$ cat src/rtl/bus_arbiter.sv
// Round-robin bus arbiter with a begin-timeout on idle grants and a watchdog
// that forces an end/error pulse when a started transaction never completes.
module bus_arbiter #(
    parameter int NUM_MASTERS   = 4,
    parameter int BEGIN_TIMEOUT = 16,
    parameter int BUS_TIMEOUT   = 1024
) (
    input  logic                   system_clock,
    input  logic                   reset,
    input  logic [NUM_MASTERS-1:0] request,
    output logic [NUM_MASTERS-1:0] granted,
    input  logic                   begin_transactionIN,
    input  logic                   end_transactionIN,
    input  logic                   errorIN,
    output logic                   end_transactionOUT,
    output logic                   errorOUT,
    output logic                   busy
);

    localparam int IDX_W  = $clog2(NUM_MASTERS);
    localparam int BCNT_W = $clog2(BEGIN_TIMEOUT) + 1;
    localparam int WCNT_W = $clog2(BUS_TIMEOUT) + 1;

    typedef enum logic [1:0] {
        IDLE,
        GRANTED,
        ACTIVE,
        RELEASE
    } state_t;

    state_t                 state, state_n;
    logic [IDX_W-1:0]       last, last_n;
    logic [BCNT_W-1:0]      bcnt, bcnt_n;
    logic [WCNT_W-1:0]      wcnt, wcnt_n;
    logic [NUM_MASTERS-1:0] granted_n;
    logic                   busy_n;
    logic                   force_pulse, force_pulse_n;

    logic [IDX_W-1:0]       winner;
    logic [IDX_W-1:0]       cand;
    logic                   found;

    // Bus errors are resolved by the owning master; only end releases the bus.
    logic unused_error;
    assign unused_error = errorIN;

    // Round-robin search starting just above the previous winner.
    always_comb begin
        winner = last;
        cand   = '0;
        found  = 1'b0;
        for (int i = 1; i <= NUM_MASTERS; i++) begin
            cand = IDX_W'((int'(last) + i) % NUM_MASTERS);
            if (!found && request[cand]) begin
                found  = 1'b1;
                winner = cand;
            end
        end
    end

    always_comb begin
        state_n       = state;
        last_n        = last;
        bcnt_n        = bcnt;
        wcnt_n        = wcnt;
        granted_n     = granted;
        force_pulse_n = 1'b0;

        case (state)
            IDLE: begin
                granted_n = '0;
                if (found) begin
                    state_n           = GRANTED;
                    last_n            = winner;
                    bcnt_n            = '0;
                    granted_n[winner] = 1'b1;
                end
            end
            GRANTED: begin
                if (!request[last]) begin
                    state_n   = RELEASE;
                    granted_n = '0;
                end else if (begin_transactionIN) begin
                    state_n = ACTIVE;
                    wcnt_n  = '0;
                end else if (bcnt == BCNT_W'(BEGIN_TIMEOUT - 1)) begin
                    state_n   = RELEASE;
                    granted_n = '0;
                end else begin
                    bcnt_n = bcnt + BCNT_W'(1);
                end
            end
            ACTIVE: begin
                // The forced pulse cycle keeps the grant; release follows it.
                if (end_transactionIN || force_pulse) begin
                    state_n   = RELEASE;
                    granted_n = '0;
                end else if (wcnt == WCNT_W'(BUS_TIMEOUT - 1)) begin
                    force_pulse_n = 1'b1;
                end else begin
                    wcnt_n = wcnt + WCNT_W'(1);
                end
            end
            RELEASE: begin
                state_n   = IDLE;
                granted_n = '0;
            end
            default: begin
                state_n   = IDLE;
                granted_n = '0;
            end
        endcase

        busy_n = (state_n == GRANTED) || (state_n == ACTIVE);
    end

    always_ff @(posedge system_clock or posedge reset) begin
        if (reset) begin
            state       <= IDLE;
            last        <= IDX_W'(NUM_MASTERS - 1);
            bcnt        <= '0;
            wcnt        <= '0;
            granted     <= '0;
            busy        <= 1'b0;
            force_pulse <= 1'b0;
        end else begin
            state       <= state_n;
            last        <= last_n;
            bcnt        <= bcnt_n;
            wcnt        <= wcnt_n;
            granted     <= granted_n;
            busy        <= busy_n;
            force_pulse <= force_pulse_n;
        end
    end

    assign end_transactionOUT = force_pulse;
    assign errorOUT           = force_pulse;

endmodule
$ cat config.mk
export PLATFORM = sky130hd
export DESIGN_NAME = bus_arbiter
export DESIGN_NICKNAME = d
export VERILOG_FILES = /design/src/rtl/bus_arbiter.sv
export SDC_FILE = /design/constraint.sdc
export NUM_CORES = 1
export LEC_CHECK = 0
export ABC_AREA = 0
export CAP_MARGIN = 20
export CORE_ASPECT_RATIO = 1.5
export CORE_UTILIZATION = 40
export DETAILED_ROUTE_END_ITERATION = 10
export PLACE_DENSITY = 0.7
export REMOVE_ABC_BUFFERS = 1
export SYNTH_ARGS = -nofsm -noshare
export SYNTH_HDL_FRONTEND = slang
export SYNTH_SLANG_ARGS = --single-unit
$ cat constraint.sdc
create_clock -name system_clock -period 2.9 [get_ports system_clock]
set_clock_uncertainty 0.05 [all_clocks]
set_input_delay 0.435 -clock system_clock [delete_from_list [all_inputs] [get_ports system_clock]]
set_output_delay 0.435 -clock system_clock [all_outputs]
set_load 0.01 [all_outputs]
==> impl_metrics.json, run 1 <==
{
  "status": "finished clean",
  "postCtsHoldBufs": 0,
  "gr-usage-all-layers_pct": 18.19,
  "hp-class": "flip-flop to flip-flop",
  "vdd_drop_max_v": 0.0005451,
  "place_congestion": 0.8319,
  "ant_nets": 0,
  "io_buffers": 14,
  "synth_area_leaders": "dfrtp_1 (39%), dfstp_2 (3.4%), and3_1 (2.4%), ha_1 (2.4%), nand2_1 (2.4%)",
  "layout_common_cells": "dfrtp_1 (24), clkdlybuf4s50_1 (14), nand2_1 (10), o21ai_0 (7)",
  "grt_pass1_wl_um": 5692,
  "synth.avg_cell_area_sq_um": 9.725,
  "tritoncts": "yes",
  "nFillCells": 363,
  "die_area_sq_um": 4098,
  "clock_latency_ns": 0.27,
  "powerDensity_nw_per_um2": 839.1,
  "postLayoutCellArea_sq_um": 1773,
  "final_common_cell": "dfrtp_1",
  "synthFlopType": "dfrtp_1",
  "cts_max_level": 1,
  "place_area_sq_um": 1702,
  "num_io_pins": 16,
  "rrSetupSlack_ns": 0.86,
  "path_clk_slew_ns": 0.09,
  "dr.pass1.iters": 4,
  "crit_fanout": 10,
  "grt_pass1_vias": 1269,
  "final_nets": 183,
  "clock-root-buffer": "clkbuf_8",
  "cp.required_ns": 3.06,
  "hpwl_um": 2578,
  "startpoint_type": "primary input",
  "setup_viol": 0,
  "first_iter_violations": 17,
  "antenna_found_initial": 0,
  "area_growth_syn_to_layout_pct": 15.39,
  "die-height_um": 77.91,
  "slowest_delay_ns": 0.55,
  "drc": 0,
  "viasPerCell": 6.221,
  "numCtsBuffers": 3,
  "min_period_ns": 2.062,
  "synth_area_sq_um": 1536,
  "r2r_cells": 6,
  "max_freq_mhz": 485.0,
  "wl_um": 3444,
  "seq_area_frac_synth_pct": 42.51,
  "wl_per_cell_um": 16.17,
  "relSlewSlack_pct": 50.75,
  "cts_setup_buffers": 0,
  "crit_top_cell": "nor4_1",
  "placement_rows": 27,
  "maxCapViolCount": 0,
  "cp_slowest_cell": "clkdlybuf4s50_1",
  "drv_slew": 0,
  "clock-sinks": 26,
  "finalHoldViolCount": 0,
  "clockBufferDepth": 2,
  "vias": 1325,
  "yosysTopAreaCell": "dfrtp_1",
  "total_leakage_power_nw": 0.7494,
  "tightest_slew_ns": 0.7372,
  "worstPathCellList": "clkdlybuf4s50_1, nor4_1, or3_1, nor4_1, a22o_1",
  "finalCritPeriodShare_pct": 71.09,
  "synth_cell_types": 52,
  "cp-end-kind": "flip-flop",
  "gr-total-overflow": 0,
  "drive_gt1_share_pct": 8.235,
  "path_class": "primary input to flip-flop",
  "syn-instance-count": 158,
  "diodes": 0,
  "holdPathStages": 2,
  "ys_ff_latch": 26,
  "fin_setup_tns_ns": 0,
  "ctsResizeCount": 0,
  "yosys_warnings": 0,
  "grt_start_max_net_pins": 27,
  "grt_setup_unrepaired": "no",
  "die_w_um": 52.61,
  "synth_edf_count": 0,
  "start_util_pct": 41.73,
  "cp.arrival_ns": 2.22,
  "core_sq_um": 3682,
  "synthDominantCellAreaShare_pct": 39.09,
  "ys_async_sr_fraction_pct": 100.0
}
==> worst paths after layout <==
path,to,start
max reg2reg,bcnt[2]$_DFFE_PP0P_,bcnt[0]$_DFFE_PP0P_
min in group asynchronous,wcnt[7]$_DFFE_PP0P_,reset
max,granted[2]$_DFFE_PP0P_,request[0]
min reg2reg,granted[1]$_DFFE_PP0P_,granted[1]$_DFFE_PP0P_
max in group asynchronous,last[1]$_DFFE_PP1P_,reset
min,granted[1]$_DFFE_PP0P_,granted[1]$_DFFE_PP0P_
==> cell families after synthesis <==
group	synth area share, %
AOI/OAI and AO/OA	24.84
xor gates and xnor gates	1.140
adders and majority gates	2.443
buffers and inverters	4.072
DFF	42.51
muxes	2.199
and+or+nand+nor	22.80
==> flip-flops by register name, indices dropped and copies added, names as in the netlist <==
name and cells:
end_transactionOUT 1, granted 4, wcnt 11, state 2, bcnt 5, busy 1
last 2
==> final cells by class <==
cell class | instances | area [sq um] | share of cell area, %
well taps | 43 | 53.80 | 3.035
multi-input cells | 119 | 820.8 | 46.29
clock inverters | 1 | 30.03 | 1.694
repair buffers | 16 | 155.1 | 8.751
flip-flops and latches | 26 | 653.1 | 36.84
inverters | 5 | 18.77 | 1.059
clock buffers | 3 | 41.29 | 2.329
==> metrics by stage <==
stage	cells	utilization [%]	power [mW]	setup slack (ns)	hold WS, ns
floorplan	150	-	0.9683	1.075	0.3901
global placement	209	46.21	1.149	0.6406	0.4069
detailed placement	209	46.21	1.186	0.5620	0.4195
CTS	213	48.15	1.492	0.8366	0.4518
global route	213	48.15	1.577	0.6590	0.4800
finish	213	48.15	1.488	0.8383	0.4430
==> synth_stat cells (5+ instances only) <==
library cell / number
nand2_1: 10
and3_1: 6
nor2_1: 6
inv_1: 5
and2_1: 5
a21oi_1: 6
nand2b_1: 6
o21ai_0: 7
nand3_1: 5
dfrtp_1: 24
==> worst max-delay path: cells and delay by family <==
kind | cells | cell delay [ns]
compound gates | 1 | 0.19
buf+inv | 1 | 0.55
simple gates | 3 | 1.04
==> power breakdown <==
| group | switching [mW] | internal [mW] | leakage, nW | total (mW) |
|---|---|---|---|---|
| clock | 0.117 | 0.185 | 0.0357 | 0.302 |
| sequential | 0.0977 | 0.466 | 0.345 | 0.563 |
| combinational | 0.364 | 0.258 | 0.368 | 0.623 |
| total | 0.579 | 0.909 | 0.749 | 1.49 |
==> per-layer routing <==
metal / vias to the layer above / track usage (%) / routed length [um]
li1: 637 / - / -
met1: 653 / 20.38 / 1385
met2: 27 / 33.16 / 1899
met3: 8 / 2.353 / 92
met4: 0 / 6.842 / 67
met5: - / 0 / 0
(Power assumes the default switching activity.)
==> run 2: changes to the inputs <==
--- a/config.mk
+++ b/config.mk
@@ -10,7 +10,7 @@
 export CORE_ASPECT_RATIO = 1.5
 export CORE_UTILIZATION = 40
 export DETAILED_ROUTE_END_ITERATION = 10
-export PLACE_DENSITY = 0.7
+export PLACE_DENSITY = 0.72
 export REMOVE_ABC_BUFFERS = 1
 export SYNTH_ARGS = -nofsm -noshare
 export SYNTH_HDL_FRONTEND = slang
==> constraint.sdc (replaced) <==
create_clock -name system_clock -period 1.73 [get_ports system_clock]
set_clock_uncertainty 0.05 [all_clocks]
set_input_delay 0.2595 -clock system_clock [delete_from_list [all_inputs] [get_ports system_clock]]
set_output_delay 0.2595 -clock system_clock [all_outputs]
set_load 0.01 [all_outputs]
==> impl_metrics.json, run 2 (synthesis results as in run 1) <==
{
  "min_period_ns": 1.850,
  "die_area_sq_um": 4098,
  "gr-total-overflow": 0,
  "pwr-share-comb_pct": 54.6,
  "reg_top3": "wcnt (11), bcnt (5), granted (4)",
  "cp_slowest_cell": "mux4_2",
  "fin_util_pct": 58.68,
  "path_class": "flip-flop to flip-flop",
  "diodes": 0,
  "layout_common_cells": "buf_4 (31), dfrtp_1 (24), clkdlybuf4s50_1 (14), nand2_1 (10), nor2_1 (6)",
  "clock-root-buffer": "clkbuf_8",
  "vias": 1490,
  "cts_max_level": 1,
  "drv_slew": 0,
  "maxCapViolCount": 0,
  "postCtsHoldBufs": 0,
  "swShare_pct": 40.26,
  "clock_latency_ns": 0.28,
  "setup_viol": 19,
  "nFillCells": 288,
  "power_frac_seq_pct": 31.6,
  "critical_path.top_delay_family": "multiplexers",
  "clockBufferDepth": 2,
  "cp-end-kind": "flip-flop",
  "largest_register": "wcnt",
  "slowest_delay_ns": 0.58,
  "grt_start_max_net_pins": 27,
  "hp-class": "primary input to async pin",
  "total_leakage_power_nw": 0.9348,
  "grt_pass1_vias": 1540,
  "start_util_pct": 41.73,
  "antenna_found_initial": 0,
  "total_power_mw": 2.912,
  "ant_nets": 0,
  "cp.required_ns": 1.88,
  "die_w_um": 52.61,
  "num_io_pins": 16,
  "path_clk_slew_ns": 0.09,
  "die-height_um": 77.91,
  "p_switching_mw": 1.172,
  "place_congestion": 0.8543,
  "p_clk_share_pct": 13.9,
  "intPower_mw": 1.739,
  "powerDensity_nw_per_um2": 1347,
  "tritoncts": "yes",
  "multiInputGateArea_sq_um": 962.2,
  "dp_cells": 238,
  "placement_rows": 27,
  "clock-sinks": 26,
  "setup_slack_ns": -0.1205,
  "first_iter_violations": 51,
  "final_nets": 216,
  "hpwl_um": 2882,
  "finalCritPeriodShare_pct": 107.0,
  "crit_fanout": 5,
  "grt_pass1_wl_um": 6955,
  "numCtsBuffers": 3,
  "grt_setup_unrepaired": "yes",
  "max_freq_mhz": 540.4,
  "wl_per_cell_um": 16.63,
  "instances_no_fill": 246,
  "status": "complete, but fails checks",
  "register_area_sq_um": 653.1,
  "final_common_cell": "buf_4",
  "io_buffers": 14,
  "gr-usage-all-layers_pct": 22.38,
  "relSlewSlack_pct": 52.85,
  "dr.pass1.iters": 4,
  "drc": 0,
  "cp.arrival_ns": 2.00,
  "startpoint_type": "flip-flop",
  "viasPerCell": 6.057,
  "worstPathCellList": "mux4_2, and2_4, a21o_1, a31oi_1",
  "area_growth_syn_to_layout_pct": 40.63,
  "cp_num_buf_inv": 0,
  "vdd_drop_max_v": 0.001069,
  "wl_um": 4092,
  "violations": "negative setup slack",
  "core_sq_um": 3682,
  "largest_register_ffs": 11,
  "finalHoldViolCount": 0,
  "drive_gt1_share_pct": 32.02,
  "tightest_slew_ns": 0.7019
}
run 2: cell count changes in the layout (fill, tap and decap cells not counted), moves of 3 or more:
cell,delta
and3_4,+3
buf_4,+29
and3_1,-3
buf_6,+4
run 2: worst paths after layout:
path,from,endpoint,slack (ns),depth (start not counted)
setup / recovery,last[0]$_DFFE_PP1P_,wcnt[5]$_DFFE_PP0P_,-0.12,4
hold / removal,reset,bcnt[3]$_DFFE_PP0P_,0.28,3
setup reg to reg,last[0]$_DFFE_PP1P_,wcnt[5]$_DFFE_PP0P_,-0.12,4
hold reg to reg,granted[0]$_DFFE_PP0P_,granted[0]$_DFFE_PP0P_,0.45,2
max in group asynchronous,reset,last[1]$_DFFE_PP1P_,1.05,3
min in group system_clock,granted[0]$_DFFE_PP0P_,granted[0]$_DFFE_PP0P_,0.45,2
run 2: power groups by stage:
stage / logic (mW) / registers (mW) / clock network (mW)
floorplan: 0.683 / 0.940 / 0
global placement: 1.27 / 0.912 / 0
detailed placement: 1.33 / 0.924 / 0
CTS: 1.48 / 0.914 / 0.406
global route: 1.71 / 0.947 / 0.429
finish: 1.59 / 0.919 / 0.404
run 2: per-stage QoR:
step	hold slack, ns	TNS, ns	worst slack, ns	area (sq um)
2_1_floorplan	0.2480	-0.5940	-0.09508	1493
3_3_place_gp	0.4091	-4.441	-0.2411	1919
3_5_place_dp	0.4181	-5.924	-0.3041	1919
4_1_cts	0.2933	-1.260	-0.1061	2090
5_1_grt	0.3518	-2.524	-0.1761	2161
6_report	0.2781	-1.393	-0.1205	2161
run 2: timing repair:
item,in CTS,in global routing
pin swaps,19,7
resized for setup,22,12
setup endpoints to repair,20,22
setup buffers,3,1
run 2: routing by layer:
layer	global-route usage, %	up-vias	part of all wire (%)
met1	26.26	750	39
met3	1.765	7	2.4
met4	7.368	0	1.2
met5	0	-	0
met2	40.89	32	57
li1	-	701	-
run 2: final cells by class:
class	instances	share of cell area (%)
Multi-Input combinational cell	119	44.53
Inverter	5	0.8686
Clock buffer	4	2.548
Sequential cell	26	30.23
Tap cell	43	2.490
Timing Repair Buffer	49	19.34
run 2: worst reg2reg max path: cells and delay by family, from the launching register on:
family / cells / cell delay (ns)
AND/OR/NAND/NOR: 1 / 0.19
multiplexers: 1 / 0.58
AO/OA/AOI/OAI: 2 / 0.41
flip-flops: 1 / 0.56
